**config.mk**
```make
export PLATFORM = sky130hd
export DESIGN_NAME = ntt_bfly_sched_flat
export DESIGN_NICKNAME = d
export VERILOG_FILES = /design/src/rtl/ntt_bfly_sched_if.sv /design/src/rtl/ntt_bfly_sched.sv /design/src/flat_wrapper.sv
export SDC_FILE = /design/constraint.sdc
export NUM_CORES = 1
export LEC_CHECK = 0
export CORE_MARGIN = 2
export CORE_UTILIZATION = 60
export DETAILED_ROUTE_END_ITERATION = 7
export DONT_BUFFER_PORTS = 1
export HOLD_SLACK_MARGIN = 0.08
export PLACE_DENSITY = 0.76
export SLEW_MARGIN = 40
export SYNTH_ARGS = -nofsm -noshare
export SYNTH_HDL_FRONTEND = slang
export SYNTH_SLANG_ARGS = --single-unit
```
**constraint.sdc**
```tcl
create_clock -name clk_i -period 4.6 [get_ports clk_i]
set_input_delay 0.23 -clock clk_i [delete_from_list [all_inputs] [get_ports clk_i]]
set_output_delay 0.23 -clock clk_i [all_outputs]
set_load 0.02 [all_outputs]
```
**src/rtl/ntt_bfly_sched_if.sv**
```systemverilog
// Bundle between the NTT butterfly sequencer and its controller / memory.
// The sequencer side takes "master", since it drives the memory address buses.
interface ntt_bfly_sched_if #(
  parameter int LOGN = 12
);
  localparam int STW = (LOGN > 2) ? $clog2(LOGN) : 1;

  logic            start_i;
  logic            en_i;
  logic            busy_o;
  logic            done_o;
  logic [STW-1:0]  stage_o;
  logic            rd_valid_o;
  logic [LOGN-1:0] rd_addr_a_o;
  logic [LOGN-1:0] rd_addr_b_o;
  logic [LOGN-2:0] tw_idx_o;
  logic            wr_valid_o;
  logic [LOGN-1:0] wr_addr_a_o;
  logic [LOGN-1:0] wr_addr_b_o;

  modport master (
    input  start_i, en_i,
    output busy_o, done_o, stage_o,
    output rd_valid_o, rd_addr_a_o, rd_addr_b_o, tw_idx_o,
    output wr_valid_o, wr_addr_a_o, wr_addr_b_o
  );

  modport slave (
    output start_i, en_i,
    input  busy_o, done_o, stage_o,
    input  rd_valid_o, rd_addr_a_o, rd_addr_b_o, tw_idx_o,
    input  wr_valid_o, wr_addr_a_o, wr_addr_b_o
  );
endinterface

```
**src/rtl/ntt_bfly_sched.sv**
```systemverilog
// Stage/address sequencer for a radix-2 Gentleman-Sande NTT butterfly pipe.
// Issues one read pair + twiddle index per enabled cycle, replays the pair as
// a write-back exactly LAT cycles later, and drains between stages so a stage
// never reads data the previous stage has not yet written back.
module ntt_bfly_sched #(
  parameter int LOGN = 12,
  parameter int LAT  = 10
) (
  input  logic              clk_i,
  input  logic              rst_ni,
  ntt_bfly_sched_if.master  bus
);
  localparam int STW = (LOGN > 2) ? $clog2(LOGN) : 1;
  localparam int CW  = $clog2(LAT + 1);
  localparam int KW  = LOGN - 1;

  typedef enum logic [1:0] {IDLE, ISSUE, DRAIN} state_t;

  state_t          state_q, state_d;
  logic [STW-1:0]  stage_q, stage_d;
  logic [KW-1:0]   k_q, k_d;
  logic [CW-1:0]   inflight_q, inflight_d;
  logic            done_q, done_d;
  logic [LAT-1:0]  pv_q, pv_d;
  logic [LOGN-1:0] pa_q [LAT];
  logic [LOGN-1:0] pa_d [LAT];
  logic [LOGN-1:0] pb_q [LAT];
  logic [LOGN-1:0] pb_d [LAT];

  logic            rd_valid;
  logic            wr_valid;
  logic            drained;
  logic [LOGN-1:0] half;
  logic [LOGN-1:0] mask;
  logic [LOGN-1:0] k_ext;
  logic [LOGN-1:0] addr_a;
  logic [LOGN-1:0] addr_b;
  logic [KW-1:0]   tw;

  assign rd_valid = (state_q == ISSUE) && bus.en_i;
  assign wr_valid = pv_q[LAT-1];
  assign drained  = (inflight_q == '0) && !wr_valid;

  // Pair addressing: a is k with a zero inserted at bit (LOGN-1-s), b sets that bit.
  always_comb begin
    half   = {1'b1, {(LOGN-1){1'b0}}} >> stage_q;
    mask   = half - LOGN'(1);
    k_ext  = {1'b0, k_q};
    addr_a = ((k_ext & ~mask) << 1) | (k_ext & mask);
    addr_b = addr_a | half;
    tw     = (k_q & mask[KW-1:0]) << stage_q;
    if (state_q == IDLE) begin
      addr_a = '0;
      addr_b = '0;
      tw     = '0;
    end
  end

  // Next-state logic: stage/pair walk, drain handshake and done pulse.
  always_comb begin
    state_d = state_q;
    stage_d = stage_q;
    k_d     = k_q;
    done_d  = 1'b0;
    case (state_q)
      IDLE: begin
        if (bus.start_i) begin
          state_d = ISSUE;
          stage_d = '0;
          k_d     = '0;
        end
      end
      ISSUE: begin
        if (rd_valid) begin
          k_d = k_q + KW'(1);
          if (&k_q) begin
            state_d = DRAIN;
          end
        end
      end
      DRAIN: begin
        if (drained) begin
          k_d = '0;
          if (stage_q == STW'(LOGN - 1)) begin
            state_d = IDLE;
            stage_d = '0;
            done_d  = 1'b1;
          end else begin
            state_d = ISSUE;
            stage_d = stage_q + STW'(1);
          end
        end
      end
      default: state_d = IDLE;
    endcase
  end

  // In-flight count and the LAT-deep read-to-write replay pipe.
  always_comb begin
    inflight_d = inflight_q;
    case ({rd_valid, wr_valid})
      2'b10:   inflight_d = inflight_q + CW'(1);
      2'b01:   inflight_d = inflight_q - CW'(1);
      default: inflight_d = inflight_q;
    endcase
    pv_d[0] = rd_valid;
    pa_d[0] = rd_valid ? addr_a : '0;
    pb_d[0] = rd_valid ? addr_b : '0;
    for (int i = 1; i < LAT; i++) begin
      pv_d[i] = pv_q[i-1];
      pa_d[i] = pa_q[i-1];
      pb_d[i] = pb_q[i-1];
    end
  end

  // State registers; reset also discards every pending write-back.
  always_ff @(posedge clk_i or negedge rst_ni) begin
    if (!rst_ni) begin
      state_q    <= IDLE;
      stage_q    <= '0;
      k_q        <= '0;
      inflight_q <= '0;
      done_q     <= 1'b0;
      pv_q       <= '0;
      for (int i = 0; i < LAT; i++) begin
        pa_q[i] <= '0;
        pb_q[i] <= '0;
      end
    end else begin
      state_q    <= state_d;
      stage_q    <= stage_d;
      k_q        <= k_d;
      inflight_q <= inflight_d;
      done_q     <= done_d;
      pv_q       <= pv_d;
      for (int i = 0; i < LAT; i++) begin
        pa_q[i] <= pa_d[i];
        pb_q[i] <= pb_d[i];
      end
    end
  end

  assign bus.busy_o      = (state_q != IDLE);
  assign bus.done_o      = done_q;
  assign bus.stage_o     = stage_q;
  assign bus.rd_valid_o  = rd_valid;
  assign bus.rd_addr_a_o = addr_a;
  assign bus.rd_addr_b_o = addr_b;
  assign bus.tw_idx_o    = tw;
  assign bus.wr_valid_o  = wr_valid;
  assign bus.wr_addr_a_o = pa_q[LAT-1];
  assign bus.wr_addr_b_o = pb_q[LAT-1];
endmodule

```
**src/flat_wrapper.sv**
```systemverilog
// flat-port wrapper written by rule: the top's interface ports become plain ports
module ntt_bfly_sched_flat 
#(
  parameter int LOGN = 12,
  parameter int LAT  = 10
)
  (clk_i, rst_ni, bus_start_i, bus_en_i, bus_busy_o, bus_done_o, bus_stage_o, bus_rd_valid_o, bus_rd_addr_a_o, bus_rd_addr_b_o, bus_tw_idx_o, bus_wr_valid_o, bus_wr_addr_a_o, bus_wr_addr_b_o);
  ntt_bfly_sched_if #(.LOGN(LOGN)) bus_i ();
  input  logic clk_i;
  input  logic rst_ni;
  input wire logic [$bits(bus_i.start_i)-1:0] bus_start_i;
  input wire logic [$bits(bus_i.en_i)-1:0] bus_en_i;
  output wire logic [$bits(bus_i.busy_o)-1:0] bus_busy_o;
  output wire logic [$bits(bus_i.done_o)-1:0] bus_done_o;
  output wire logic [$bits(bus_i.stage_o)-1:0] bus_stage_o;
  output wire logic [$bits(bus_i.rd_valid_o)-1:0] bus_rd_valid_o;
  output wire logic [$bits(bus_i.rd_addr_a_o)-1:0] bus_rd_addr_a_o;
  output wire logic [$bits(bus_i.rd_addr_b_o)-1:0] bus_rd_addr_b_o;
  output wire logic [$bits(bus_i.tw_idx_o)-1:0] bus_tw_idx_o;
  output wire logic [$bits(bus_i.wr_valid_o)-1:0] bus_wr_valid_o;
  output wire logic [$bits(bus_i.wr_addr_a_o)-1:0] bus_wr_addr_a_o;
  output wire logic [$bits(bus_i.wr_addr_b_o)-1:0] bus_wr_addr_b_o;
  assign bus_i.start_i = bus_start_i;
  assign bus_i.en_i = bus_en_i;
  assign bus_busy_o = bus_i.busy_o;
  assign bus_done_o = bus_i.done_o;
  assign bus_stage_o = bus_i.stage_o;
  assign bus_rd_valid_o = bus_i.rd_valid_o;
  assign bus_rd_addr_a_o = bus_i.rd_addr_a_o;
  assign bus_rd_addr_b_o = bus_i.rd_addr_b_o;
  assign bus_tw_idx_o = bus_i.tw_idx_o;
  assign bus_wr_valid_o = bus_i.wr_valid_o;
  assign bus_wr_addr_a_o = bus_i.wr_addr_a_o;
  assign bus_wr_addr_b_o = bus_i.wr_addr_b_o;
  ntt_bfly_sched #(.LOGN(LOGN), .LAT(LAT)) u_core (.clk_i(clk_i), .rst_ni(rst_ni), .bus(bus_i));
endmodule
```
# Word-level counts from Yosys, hierarchy flattened

Index checks and enable logic that the tools add are counted.

$add $sub $neg: 5
Eq/ne operators: 9
Shift operators: 2
Multiplexer cells: 23
Bitwise operators: 6
Reductions and logical operators: 13

Operators by type and width:

| kind                  | count |
|---|---|
| $mux 12               | 4 |
| $mux 11               | 4 |
| $pmux 11 s3           | 1 |
| $or 12x12->12         | 2 |
| $and 11x11->11        | 2 |
| $pmux 4 s2            | 2 |
| $and 11x12->12        | 1 |
| $mux 4                | 3 |
| $shr 12x4->12 const A | 1 |
| $sub 12x1->12 const B | 1 |
| $add 11x1->11 const B | 1 |
| $not 11->11           | 1 |
| $reduce_and 11->1     | 1 |
| $shl 11x4->11         | 1 |
| $add 4x1->4 const B   | 2 |
| $mux 2                | 4 |
| $reduce_and 4->1      | 2 |
| $pmux 2 s3            | 1 |
| $reduce_bool 2->1     | 3 |
| $eq 2x1->1 const B    | 2 |
| $eq 2x2->1 const B    | 2 |
| $eq 4x4->1 const B    | 1 |
| $logic_not 4->1       | 1 |
| $mux 1                | 4 |
| 8 further kinds       | 11 |

Register bits after elaboration: 272
Input port bits: 4
Output and inout port bits: 67
Word-level logic and storage cells: 84

# Longest topological paths before layout

Depth after elaboration: 8
Gate-level depth with buffers: 12
Gate-level depth less buffers: 10

# Least setup slack after synthesis

Ideal clock, no wire load.

Path type: register to output
From: register u_core.stage_q[0] (netlist: u_core.bus.stage_o[0])
To: output port bus_tw_idx_o[8]
Data arrival time: 3177 ps
Data required time: 4370 ps
Path slack: 1193 ps
Cell stages (with the launch flop): 13
Buffers on the path: 2
Cells stage by stage: dfrtp_1 > ha_1 > ha_1 > clkbuf_1 > nand2_1 > ha_1 > buf_6 > or3b_4 > a2111oi_4 > a211oi_2 > mux2i_1 > and3_1 > nor4_1

Longest elaborated chain between the ends: 5

RTL lines:

| what                   | line                  | RTL |
|---|---|---|
| from (decl)            | ntt_bfly_sched.sv:20  | `logic [STW-1:0] stage_q, stage_d;` |
| from (signal assigned) | ntt_bfly_sched.sv:131 | `stage_q <= stage_d;` |
| $shr 12x4->12          | ntt_bfly_sched.sv:46  | `half = {1'b1, {(LOGN-1){1'b0}}} >> stage_q;` |
| $sub 12x1->12          | ntt_bfly_sched.sv:47  | `mask = half - LOGN'(1);` |
| $and 11x11->11         | ntt_bfly_sched.sv:51  | `tw = (k_q & mask[KW-1:0]) << stage_q;` |
| $shl 11x4->11 *        | ntt_bfly_sched.sv:51  |  |
| $mux 11 *              | ntt_bfly_sched.sv:52  | `if (state_q == IDLE) begin` |
| to (decl)              | flat_wrapper.sv:19    | `output wire logic [$bits(bus_i.tw_idx_o)-1:0] bus_tw_idx_o;` |

Every way passes the cells marked *; elsewhere a longest branch is shown, timed or not.

# Worst setup path after layout

From: register u_core.stage_q[1] (netlist: u_core.bus.stage_o[1])
To: output port bus_tw_idx_o[6]

Same word-level chain as after synthesis.

==> out/metrics.cfg <==
[status]
status = finished with violations
violations = hold timing

[final_layout]
layout_commonest_cell = dfrtp_1
syn_to_final_growth_pct = 12.3
antennaDiodeCount = 0
postLayoutCellArea_sq_um = 10000
final_cell_mix = dfrtp_1 (272), nor2_1 (60), nand2_1 (38)
utilization_pct = 68.9
fin_nets = 657
layout-drive-gt1-share_pct = 10.9

[timing]
maxSlewViolCount = 0
maxSlewHeadroom_pct = 55.6
tightest_slew_ns = 0.659
hold_violations = 272
rsz0062_at_grt = false
finalCriticalPeriod_ns = 4.30
setup_viol_count_final = 0
finalCritPeriodShare_pct = 93.5
tns_ns = 0
max_freq_mhz = 232
fin_skew_ns = 0.0114
hold_ws_ns = -0.597

[grt]
track_usage_pct = 25.2
grt_pass1_wl_um = 30800
overflow = 0
grt_pass1_vias = 5321
grt_max_degree = 273
antenna_found_initial = 0

[critical_path]
crit_type = reg -> out
crit_chain = buf_4 > clkinv_1 > ha_1 > or3_4 > nor2_2 > o31a_1 > mux2i_1 > or4b_1 > o211ai_1
worst_ep_arrival_time_ns = 4.07
critPathLaunch = u_core.bus.stage_o[1]
cp-end-kind = output pin
path_max_fanout = 17
worst_path_max_delay_cell = dfrtp_1
reg2regPathDepth = 9
required_ns = 4.37
startpoint_type = register
r2r-end = u_core.pb_d[100]
cpPeakStageDelay_ns = 0.65
rr_startpoint = u_core.bus.stage_o[1]
rrSetupSlack_ns = 1.03

[detailed_routing]
top_layer = met4
routed-wl-met2_um = 9400
wl_met3_um = 1080
wl_met1_um = 7960
via_per_inst = 5.90
drtIter0Drc = 496
post-route-drc-count = 0
detail-route-antenna-nets = 0
dr.pass1.iters = 5
wirelength_um = 19000
routed-via-count = 4978
drt-wirelength-per-cell_um = 22.6

[run]
drv_cap = 0

[place]
gp_congestion = 0.836
placed_area_sq_um = 9080
dpl.hpwl_um = 11100
io_buffers = 0

[yosys]
synthesis.nets = 647
ys_seq_area_share_pct = 76.4
synth.distinct_cells = 70
netlist_instances = 631
synth_top_area_cell = dfrtp_1
synth_area_leaders = dfrtp_1 (76%), nor2_1 (2.6%), a21oi_1 (1.9%)
synth-main-ff-cell = dfrtp_1
syn-cell-area_sq_um = 8910
yosys_register_bits = 272
synth_top_area_share_pct = 76.4
yosys_warnings = 0
async_reset_ff_share_pct = 100
synth_area_per_cell_sq_um = 14.1
synth_edf_count = 0

[clock_tree]
cts-hold-fix-buffers = 2
cts_setup_buffers = 0
cts_tree = built
cts_inserted_buffers = 25
clkSinkCount = 272
h-tree-depth = 1
clock_latency_ns = 0.53
clockRootBuffer = clkbuf_16
cts_max_path_buffers = 3
clk_pin_slew_ns = 0.07

[hold_path]
hp-class = in -> async

[floorplan]
coreArea_sq_um = 14500
die_area_sq_um = 15800
pin_count = 71
die_y_um = 126
initial_core_util_pct = 61.3
die_w_um = 126
row_count = 44

[power]
vdd_drop_max_mv = 0.347
powerDensity_nw_per_um2 = 583
leakage_nw = 4.89

critical path, delay by kind of cell (launching register included):
kind                       cells  cell delay [ns]
and+or+nand+nor                3             1.18
DFF                            1             0.65
buffers and inverters          2             0.62
AOI/OAI and AO/OA              2             0.50
adders and majority gates      1             0.49
muxes                          1             0.11
layout make-up:
class                           instances  area [sq um]
Multi-Input combinational cell        314          1920
Clock inverter                         13           191
Clock buffer                           33           706
Sequential cell                       272          6810
Inverter                               17          63.8
Tap cell                              184           230
Timing Repair Buffer                   11          87.6
Fill cell                             939          4530
synth_stat cells (4+ instances only):
cell	instances
nor3_1	11
nand3_1	7
dfrtp_1	272
nor2_1	62
buf_2	7
nand4_1	8
o21ai_0	18
xor2_1	7
xnor2_1	5
a21o_1	4
nor2b_1	6
mux2i_1	4
a211oi_1	7
a21oi_1	34
inv_1	15
nand2_1	39
and2_1	7
nor4_1	4
ha_1	11
clkbuf_1	16
nand2b_1	11
o22ai_1	6
power breakdown:
part           internal, mW  total (mW)  switching (mW)
logic                 0.189       0.637           0.448
registers              2.74        2.98           0.236
clock network          1.32        2.22           0.902
total                  4.25        5.83            1.59
how the worst max path moves through the flow:
stage                 endpoint  slack [ns]  depth (start not counted)
2_1_floorplan  bus_tw_idx_o[8]        1.19                         12
3_3_place_gp   bus_tw_idx_o[8]        0.82                         10
3_5_place_dp   bus_tw_idx_o[6]        0.78                         10
4_1_cts        bus_tw_idx_o[6]        0.23                         10
5_1_grt        bus_tw_idx_o[8]        0.06                         10
6_report       bus_tw_idx_o[6]        0.30                          9
registers in the layout, indices dropped and copies added (netlist names):
signal / cells
u_core.pa_d: 108
u_core.bus.done_o: 1
u_core.bus.wr_addr_a_o: 12
u_core.pb_d: 108
u_core.pv_q: 10
u_core.bus.stage_o: 4
u_core.k_q: 11
u_core.state_q: 2
u_core.bus.wr_addr_b_o: 12
u_core.inflight_q: 4
what timing repair did:
| action | 4_1_cts | 5_1_grt |
|---|---|---|
| hold endpoints to repair | 274 | 272 |
| gates resized for setup | 0 | 3 |
| endpoints found under the setup margin | 0 | 3 |
cells by family after synthesis:
kind of cell / share of synthesized area [%]
multiplexers: 0.604
AND/OR/NAND/NOR: 9.75
AO/OA/AOI/OAI: 8.10
buffers and inverters: 2.20
XOR/XNOR: 1.18
adder cells (fa/ha/maj): 1.77
flip-flops: 76.4
stage by stage:
| stage | total power [mW] | instances | setup slack [ns] |
|---|---|---|---|
| 6_report | 5.83 | 844 | 0.297 |
| 5_1_grt | 6.06 | 844 | 0.0595 |
| 4_1_cts | 5.88 | 844 | 0.232 |
| 3_5_place_dp | 3.61 | 796 | 0.783 |
| 3_3_place_gp | 3.57 | 796 | 0.819 |
| 2_1_floorplan | 3.40 | 631 | 1.19 |
per-layer routing:
layer	vias to the layer above	global-route usage [%]
li1	2159	-
met2	203	40.9
met4	0	7.63
met5	-	0
met3	42	4.72
met1	2574	35.5
Note: power is estimated with default switching activity, not from simulation.
